`src/rtl/seg_scan_driver.sv`:
```
// Time-multiplexed 4-digit common-anode seven-segment driver with per-slot ghost blanking.
// Define SEG_SCAN_LZB_EN to enable leading-zero blanking on digits 1..3.

module seg_hex_dec (
   input  logic [3:0] nib,
   output logic [6:0] seg
);
   always_comb begin
      seg = 7'h7F;
      case (nib)
         4'h0: seg = 7'h40;
         4'h1: seg = 7'h79;
         4'h2: seg = 7'h24;
         4'h3: seg = 7'h30;
         4'h4: seg = 7'h19;
         4'h5: seg = 7'h12;
         4'h6: seg = 7'h02;
         4'h7: seg = 7'h78;
         4'h8: seg = 7'h00;
         4'h9: seg = 7'h10;
         4'hA: seg = 7'h08;
         4'hB: seg = 7'h03;
         4'hC: seg = 7'h46;
         4'hD: seg = 7'h21;
         4'hE: seg = 7'h06;
         4'hF: seg = 7'h0E;
         default: seg = 7'h7F;
      endcase
   end
endmodule

module seg_scan_driver #(
   parameter int CLK_DIV   = 50000,
   parameter int BLANK_CYC = 2
) (
   input  logic        clk,
   input  logic        reset,
   input  logic        load,
   input  logic [15:0] din,
   input  logic        cin,
   output logic [3:0]  an,
   output logic [6:0]  seg,
   output logic        dp
);
   localparam int NUM_DIGITS = 4;
   localparam int DIV_W      = (CLK_DIV > 1) ? $clog2(CLK_DIV) : 1;
   localparam logic [DIV_W-1:0] DIV_LAST = DIV_W'(CLK_DIV - 1);
   localparam logic [DIV_W-1:0] BLANK_L  = DIV_W'(BLANK_CYC);

   logic [DIV_W-1:0]                 div_cnt;
   logic [1:0]                       idx;
   logic [15:0]                      val_q;
   logic                             cout_q;
   logic [NUM_DIGITS-1:0][6:0]       dig_seg;
   logic [3:0]                       an_d;
   logic [6:0]                       seg_d;
   logic                             dp_d;

   // All digits decode in parallel; the scan index just picks one.
   for (genvar g = 0; g < NUM_DIGITS; g++) begin : g_dec
      seg_hex_dec u_dec (.nib(val_q[4*g +: 4]), .seg(dig_seg[g]));
   end

`ifdef SEG_SCAN_LZB_EN
   logic [NUM_DIGITS-1:0] lead_zero;
   assign lead_zero[0] = 1'b0;
   for (genvar g = 1; g < NUM_DIGITS; g++) begin : g_lz
      assign lead_zero[g] = ~|val_q[15:4*g];
   end
`endif

   always_comb begin
      an_d  = 4'b1111;
      seg_d = 7'h7F;
      dp_d  = 1'b1;
      if (div_cnt >= BLANK_L) begin
         an_d[idx] = 1'b0;
         seg_d     = dig_seg[idx];
         dp_d      = ~(cout_q && (idx == 2'd3));
`ifdef SEG_SCAN_LZB_EN
         // A blanked digit 3 still lights its anode when the carry dot is on.
         if (lead_zero[idx]) begin
            seg_d = 7'h7F;
            an_d  = 4'b1111;
            if (idx == 2'd3 && cout_q) an_d[3] = 1'b0;
         end
`endif
      end
   end

   always_ff @(posedge clk) begin
      if (reset) begin
         div_cnt <= '0;
         idx     <= 2'd0;
         val_q   <= 16'h0000;
         cout_q  <= 1'b0;
         an      <= 4'b1111;
         seg     <= 7'h7F;
         dp      <= 1'b1;
      end else begin
         if (div_cnt == DIV_LAST) begin
            div_cnt <= '0;
            idx     <= idx + 2'd1;
         end else begin
            div_cnt <= div_cnt + 1'b1;
         end
         if (load) begin
            val_q  <= din;
            cout_q <= cin;
         end
         an  <= an_d;
         seg <= seg_d;
         dp  <= dp_d;
      end
   end
endmodule

```
`config.mk`:
```
export PLATFORM = sky130hd
export DESIGN_NAME = seg_scan_driver
export DESIGN_NICKNAME = d
export VERILOG_FILES = /design/src/rtl/seg_scan_driver.sv
export SDC_FILE = /design/constraint.sdc
export NUM_CORES = 1
export LEC_CHECK = 0
export CELL_PAD_IN_SITES_DETAIL_PLACEMENT = 1
export CELL_PAD_IN_SITES_GLOBAL_PLACEMENT = 2
export CORE_MARGIN = 2
export CORE_UTILIZATION = 30
export CTS_BUF_LIST = sky130_fd_sc_hd__clkbuf_16
export DETAILED_ROUTE_END_ITERATION = 8
export GPL_TIMING_DRIVEN = 0
export PLACE_DENSITY = 0.75
export SLEW_MARGIN = 20
export SYNTH_ARGS = -nofsm -noshare
export SYNTH_HDL_FRONTEND = slang
export SYNTH_SLANG_ARGS = --single-unit
```
`constraint.sdc`:
```
create_clock -name clk -period 2.83 [get_ports clk]
set_input_delay 0.566 -clock clk [delete_from_list [all_inputs] [get_ports clk]]
set_output_delay 0.566 -clock clk [all_outputs]
set_load 0.01 [all_outputs]
```
==> impl_metrics.tcl, run 1 <==
set metrics [dict create \
    status "complete, but fails checks" \
    violations "DRC" \
    cts.clk_slew.worst_paths_ns 0.06 \
    wl_mm 8.153 \
    setup_tns_ns 0 \
    endpoint "g_dec[2].u_dec.seg[3]" \
    core-area_um2 11520 \
    ys_warn_count 0 \
    synth_common_cells "dfxtp_1 (75), nor2_1 (45), mux2i_1 (32)" \
    yosys.area_share.simple 0.1462 \
    gr-total-overflow 0 \
    p_leak_nw 1.690 \
    critPathCaptureType "flip-flop" \
    grt_pass1_wl_mm 13.71 \
    first_global_vias 2727 \
    reg2reg_to "div_cnt[11]" \
    drc_errors 3 \
    fin_nets 443 \
    critical_path.startpoint "reset" \
    setup_viol 0 \
    hold_class "reg -> reg" \
    synth_xor_area_frac 0.04675 \
    detail_route.wl_per_cell_um 15.07 \
    fp.dieH_um 112.9 \
    clkLatencyLatePin_ns 0.34 \
    cp-start-kind "input port" \
    ys_top_cells_by_area "dfxtp_1 (42%), ha_1 (11%), mux2i_1 (9.0%)" \
    vias_per_cell 4.717 \
    syn_to_final_growth_pct 21.93 \
    htreeDepth 3 \
    rows 39 \
    achievable-frequency_mhz 402.0 \
    ys_seq_area_frac 0.4218 \
    synth_cell_types 36 \
    ios 32 \
    worst_slew_margin_rel 0.5366 \
    cp.arrival_ns 2.69 \
    synth_top_family_by_area "multiplexers" \
    fin_crit_ns 2.487 \
    hold_violations 0 \
    rsz0062_at_grt "no" \
    die_area_um2 12750 \
    internal_power_mw 2.042 \
    rrSetupSlack_ns 0.93 \
    postSynthAreaPerCell_um2 10.08 \
    ys.flop_type "dfxtp_1" \
    drtIter0Drc 99 \
    power.total_mw 2.661 \
    synth_compound_area_frac 0.05940 \
    portBuffers 29 \
    synth_top_area_frac 0.4218 \
    grtUsageTotal 0.1393 \
    antenna_found_initial 0 \
    cts_sinks 75 \
    num_vias 2552 \
    fill_cells 1312 \
    worst_clock_skew_ns 0.006671 \
    r2r_start "div_cnt[10]" \
    synthAdderAreaFrac 0.1054 \
    power_density_nw_per_um2 613.0 \
    dp_slack_ns -0.4401 \
    initial_utilization 0.3091 \
    gp_congestion 0.7992 \
    rr_worst_depth 6 \
    sw_frac_of_total 0.2325 \
    cts_buffers 9 \
    drv_cap 0 \
    cts_tree "built" \
    seqPwrFrac 0.434 \
    n_antenna_cell 0 \
    syn_area_um2 3560 \
    antenna_left 0 \
    die_w_um 112.9 \
    dpl.cell_count 525 \
    clockPowerShare 0.449 \
    ctsLongestPathBuffers 2 \
    cts_resized 1 \
    ctsHoldBuffers 0 \
    drive_gt1_frac 0.1106 \
    path_class "in -> reg" \
    final.setup.worst_slack_ns 0.3425 \
    p_comb_frac 0.117 \
    dr.pass1.iters 7 \
    synth-edff-count 0 \
    layout.cells.non_filler 541 \
    ir_drop_uv 266.5 \
    root_buffer "clkbuf_16" \
    period_share 0.8790 \
    worst_pin_slew_ns 0.6951 \
    syn-num-nets 403 \
    p_sw_mw 0.6187 \
    synth_mux_area_frac 0.1596 \
    synth_top_cell_by_area "dfxtp_1" \
    synth-seq-cells 75 \
    slew_violations 0 \
    critPathMaxFanout 10 \
    yosysMostFrequentCell "dfxtp_1" \
    hpwl_mm 6.090 \
    async_reset_ff_frac 0 \
    crit_required_ns 3.04 \
    grt_max_degree 13 \
    post_cts_buffers 0 \
    syn_inst 353 \
]
-- routing by layer --
layer / wire (µm) / vias up / track usage
met5: 0 / - / 0
met4: 261 / 0 / 0.06585
met3: 308 / 17 / 0.04124
met2: 3612 / 44 / 0.2197
met1: 3970 / 1202 / 0.1758
li1: - / 1289 / -
-- through the flow --
| step | instance area (µm²) | utilization | hold WS, ns |
|---|---|---|---|
| detailed placement | 4029 | 0.3498 | 0.3809 |
| finish | 4340 | 0.3769 | 0.3941 |
| floorplan | 3560 | - | 0.3672 |
| CTS | 4339 | 0.3768 | 0.3969 |
| global route | 4340 | 0.3769 | 0.4053 |
| global placement | 4029 | 0.3498 | 0.3788 |
-- power by group through the flow --
stage / registers, mW / clock network, mW / logic, mW
after floorplan: 1.17 / 0 / 0.199
after detailed placement: 1.18 / 0 / 0.314
after CTS: 1.16 / 1.23 / 0.315
after global routing: 1.16 / 1.28 / 0.345
after global placement: 1.18 / 0 / 0.305
final: 1.16 / 1.20 / 0.310
-- worst max-delay path, stage by stage --
cell	delay (ns)
clkbuf_1	0.23
clkbuf_2	0.30
clkbuf_2	0.27
nor2_1	0.40
inv_1	0.16
ha_1	0.29
mux4_2	0.47
-- flip-flops by register name (all words and copies together) (netlist names) --
name,count
cout_q,1
val_q,16
seg,7
an,4
div_cnt,16
dp,1
g_dec.u_dec.seg,28
idx,2
-- layout make-up --
cell class | count | area (µm²) | share of cell area
Clock buffer | 9 | 225.2 | 0.05189
Timing Repair Buffer | 29 | 290.3 | 0.06688
Inverter | 26 | 97.59 | 0.02248
Multi-Input combinational cell | 230 | 1842 | 0.4243
Clock inverter | 7 | 83.83 | 0.01931
Sequential cell | 75 | 1501 | 0.3459
Buffer | 22 | 121.4 | 0.02796
Tap cell | 143 | 178.9 | 0.04122
-- cell usage in the layout (no fill, tap or decap), types with 3 or more instances in the layout --
cell	synthesis	final
a21oi_1	4	4
buf_2	5	5
buf_4	3	3
clkbuf_1	10	9
clkbuf_16	0	9
clkdlybuf4s50_1	0	29
clkinv_1	4	6
dfxtp_1	75	75
ha_1	30	30
inv_1	22	23
mux2i_1	32	32
mux4_2	11	11
nand2_1	13	13
nand2b_1	7	7
nand3_1	8	8
nand4_1	5	5
nor2_1	45	45
nor3_1	11	11
nor4_1	6	6
o21ai_0	4	4
o22ai_1	12	12
or2_2	6	6
xnor2_1	18	18
-- how the worst min path moves through the flow --
stage	from	cells after the start	end
floorplan	cout_q	1	dp
global placement	cout_q	1	dp
global route	cout_q	1	dp
detailed placement	cout_q	1	dp
finish	cout_q	1	dp
CTS	cout_q	1	dp
-- kinds of logic after synthesis --
group | after synthesis
XOR/XNOR | 19
AND/OR/NAND/NOR | 107
buffers and inverters | 48
flip-flops | 75
multiplexers | 43
AO/OA/AOI/OAI | 31
adder cells (fa/ha/maj) | 30
Power figures use the tool's default switching activity.
==> run 2, diff against run 1 <==
Settings changed: CORE_MARGIN 2 to default, PLACE_DENSITY 0.75 to 0.77.
==> run 2 against run 1 <==
The run now ends clean. Sequential share of layout area increased by 0.060 points. Clock skew decreased by 0.0022 ns. First-iteration DRC count decreased by 26%. Global-route usage increased by 0.48 points. Register-to-register slack about the same. Utilization increased by 0.095 points. Wire length decreased by 0.27%. Critical path type unchanged. Critical endpoint unchanged. Largest cell class unchanged. Largest power group unchanged.
==> impl_metrics.tcl, run 2 (synthesized netlist as in run 1, its figures left out) <==
set metrics [dict create \
    num_vias 2583 \
    dp_slack_ns -0.4270 \
    critPathMaxFanout 10 \
    final.setup.worst_slack_ns 0.3445 \
    hold_start "cout_q" \
    worst_pin_slew_ns 0.6664 \
    ios 32 \
    grtUsageTotal 0.1441 \
    hold_class "reg -> reg" \
    cts.clk_slew.worst_paths_ns 0.06 \
    sw_frac_of_total 0.2532 \
    gp_congestion 0.8050 \
    rr_worst_depth 6 \
    gr-total-overflow 0 \
    ctsLongestPathBuffers 2 \
    ctsHoldBuffers 0 \
    antenna_found_initial 0 \
    ir_drop_uv 265.9 \
    drive_gt1_frac 0.1156 \
    r2r_start "div_cnt[10]" \
    hold_violations 0 \
    worst_slew_margin_rel 0.5557 \
    status "finished clean" \
    detail_route.wl_per_cell_um 15.03 \
    drv_cap 0 \
    portBuffers 29 \
    fin_nets 443 \
    achievable-frequency_mhz 402.3 \
    worst_hold_slack_ns 0.4016 \
    dr.pass1.iters 4 \
    wl_mm 8.131 \
    root_buffer "clkbuf_16" \
    n_antenna_cell 0 \
    p_leak_nw 1.682 \
    fin_util 0.3779 \
    cp-start-kind "input port" \
    p_sw_mw 0.6683 \
    drtIter0Drc 73 \
    clockPowerShare 0.445 \
    p_comb_frac 0.118 \
    core-area_um2 11470 \
    critPathCaptureType "flip-flop" \
    power.total_mw 2.639 \
    vias_per_cell 4.774 \
    post_cts_buffers 0 \
    first_global_vias 2687 \
    initial_utilization 0.3104 \
    internal_power_mw 1.971 \
    cts_buffers 9 \
    rrSetupSlack_ns 0.92 \
    reg.largest.list "g_dec.u_dec.seg (28), div_cnt (16), val_q (16)" \
    rows 39 \
    cts_tree "built" \
    layout_commonest_cell "dfxtp_1" \
    crit_required_ns 3.04 \
    die_area_um2 12310 \
    fp.dieH_um 110.9 \
    hpwl_mm 5.987 \
    setup_viol 0 \
    clkLatencyLatePin_ns 0.34 \
    whs_path_depth 1 \
    grt_pass1_wl_mm 13.64 \
    seqPwrFrac 0.437 \
    layout.cells.non_filler 541 \
    syn_to_final_growth_pct 21.72 \
    mostFrequentLayoutCells "dfxtp_1 (75), nor2_1 (45), mux2i_1 (32)" \
    htreeDepth 3 \
    worstHoldEndpoint "dp" \
    cts_sinks 75 \
    reg2reg_to "div_cnt[9]" \
    largest_register "g_dec.u_dec.seg" \
    path_class "in -> reg" \
    grt_max_degree 15 \
    power_density_nw_per_um2 609.1 \
    fin_crit_ns 2.485 \
    antenna_left 0 \
    drc_errors 0 \
    rsz0062_at_grt "no" \
    worst_clock_skew_ns 0.004455 \
    die_w_um 110.9 \
    cp.arrival_ns 2.70 \
    slew_violations 0 \
    dpl.cell_count 525 \
    largest_reg_flops 28 \
    period_share 0.8783 \
]
==> run 2: worst max-delay path by stage <==
stage,from,to,slack (ns),cells after the start
finish,reset,g_dec[2].u_dec.seg[3],0.34,7
global route,reset,g_dec[2].u_dec.seg[3],0.18,7
CTS,reset,g_dec[2].u_dec.seg[3],0.1,6
detailed placement,reset,g_dec[2].u_dec.seg[3],-0.43,6
global placement,reset,g_dec[2].u_dec.seg[3],-0.49,6
floorplan,load,g_dec[0].u_dec.seg[3],0.46,8
==> run 2: layer usage <==
| layer | up-vias | global-route usage | routed length (µm) |
|---|---|---|---|
| met3 | 9 | 0.03280 | 202 |
| met4 | 0 | 0.05333 | 129 |
| li1 | 1283 | - | - |
| met1 | 1261 | 0.1813 | 3867 |
| met2 | 30 | 0.2402 | 3931 |
| met5 | - | 0 | 0 |
==> run 2: power by group through the flow <==
stage                     sequential [mW]  clock, mW  combinational (mW)
after detailed placement             1.18          0               0.314
final                                1.15       1.17               0.311
after global placement               1.18          0               0.305
after floorplan                      1.17          0               0.199
after global routing                 1.16       1.25               0.347
after CTS                            1.15       1.20               0.317
==> run 2: area by class of cell <==
cell class	instances	area, µm²
sequential	75	1501
timing repair buffer	29	290.3
buffer	22	121.4
inverter	26	97.59
multi-input combinational	230	1842
tap	143	178.9
fill	1289	7134
clock buffer	9	225.2
clock inverter	7	76.32
==> run 2: worst max-delay path, cell delays in order <==
cell and delay (ns):
clkbuf_1 0.23, clkbuf_2 0.30, clkbuf_2 0.28, nor2_1 0.40, inv_1 0.16, ha_1 0.29, mux4_2 0.46
==> run 2: repair_timing <==
action / 4_1_cts / 5_1_grt
endpoints found under the setup margin: 2 / 1
resized for setup: 1 / 1
cloned: 0 / 0
==> run 2: stage by stage <==
stage	area, µm²	setup TNS, ns
after CTS	4332	0
after global routing	4333	0
after floorplan	3560	0
after global placement	4029	-3.384
after detailed placement	4029	-2.865
final	4333	0
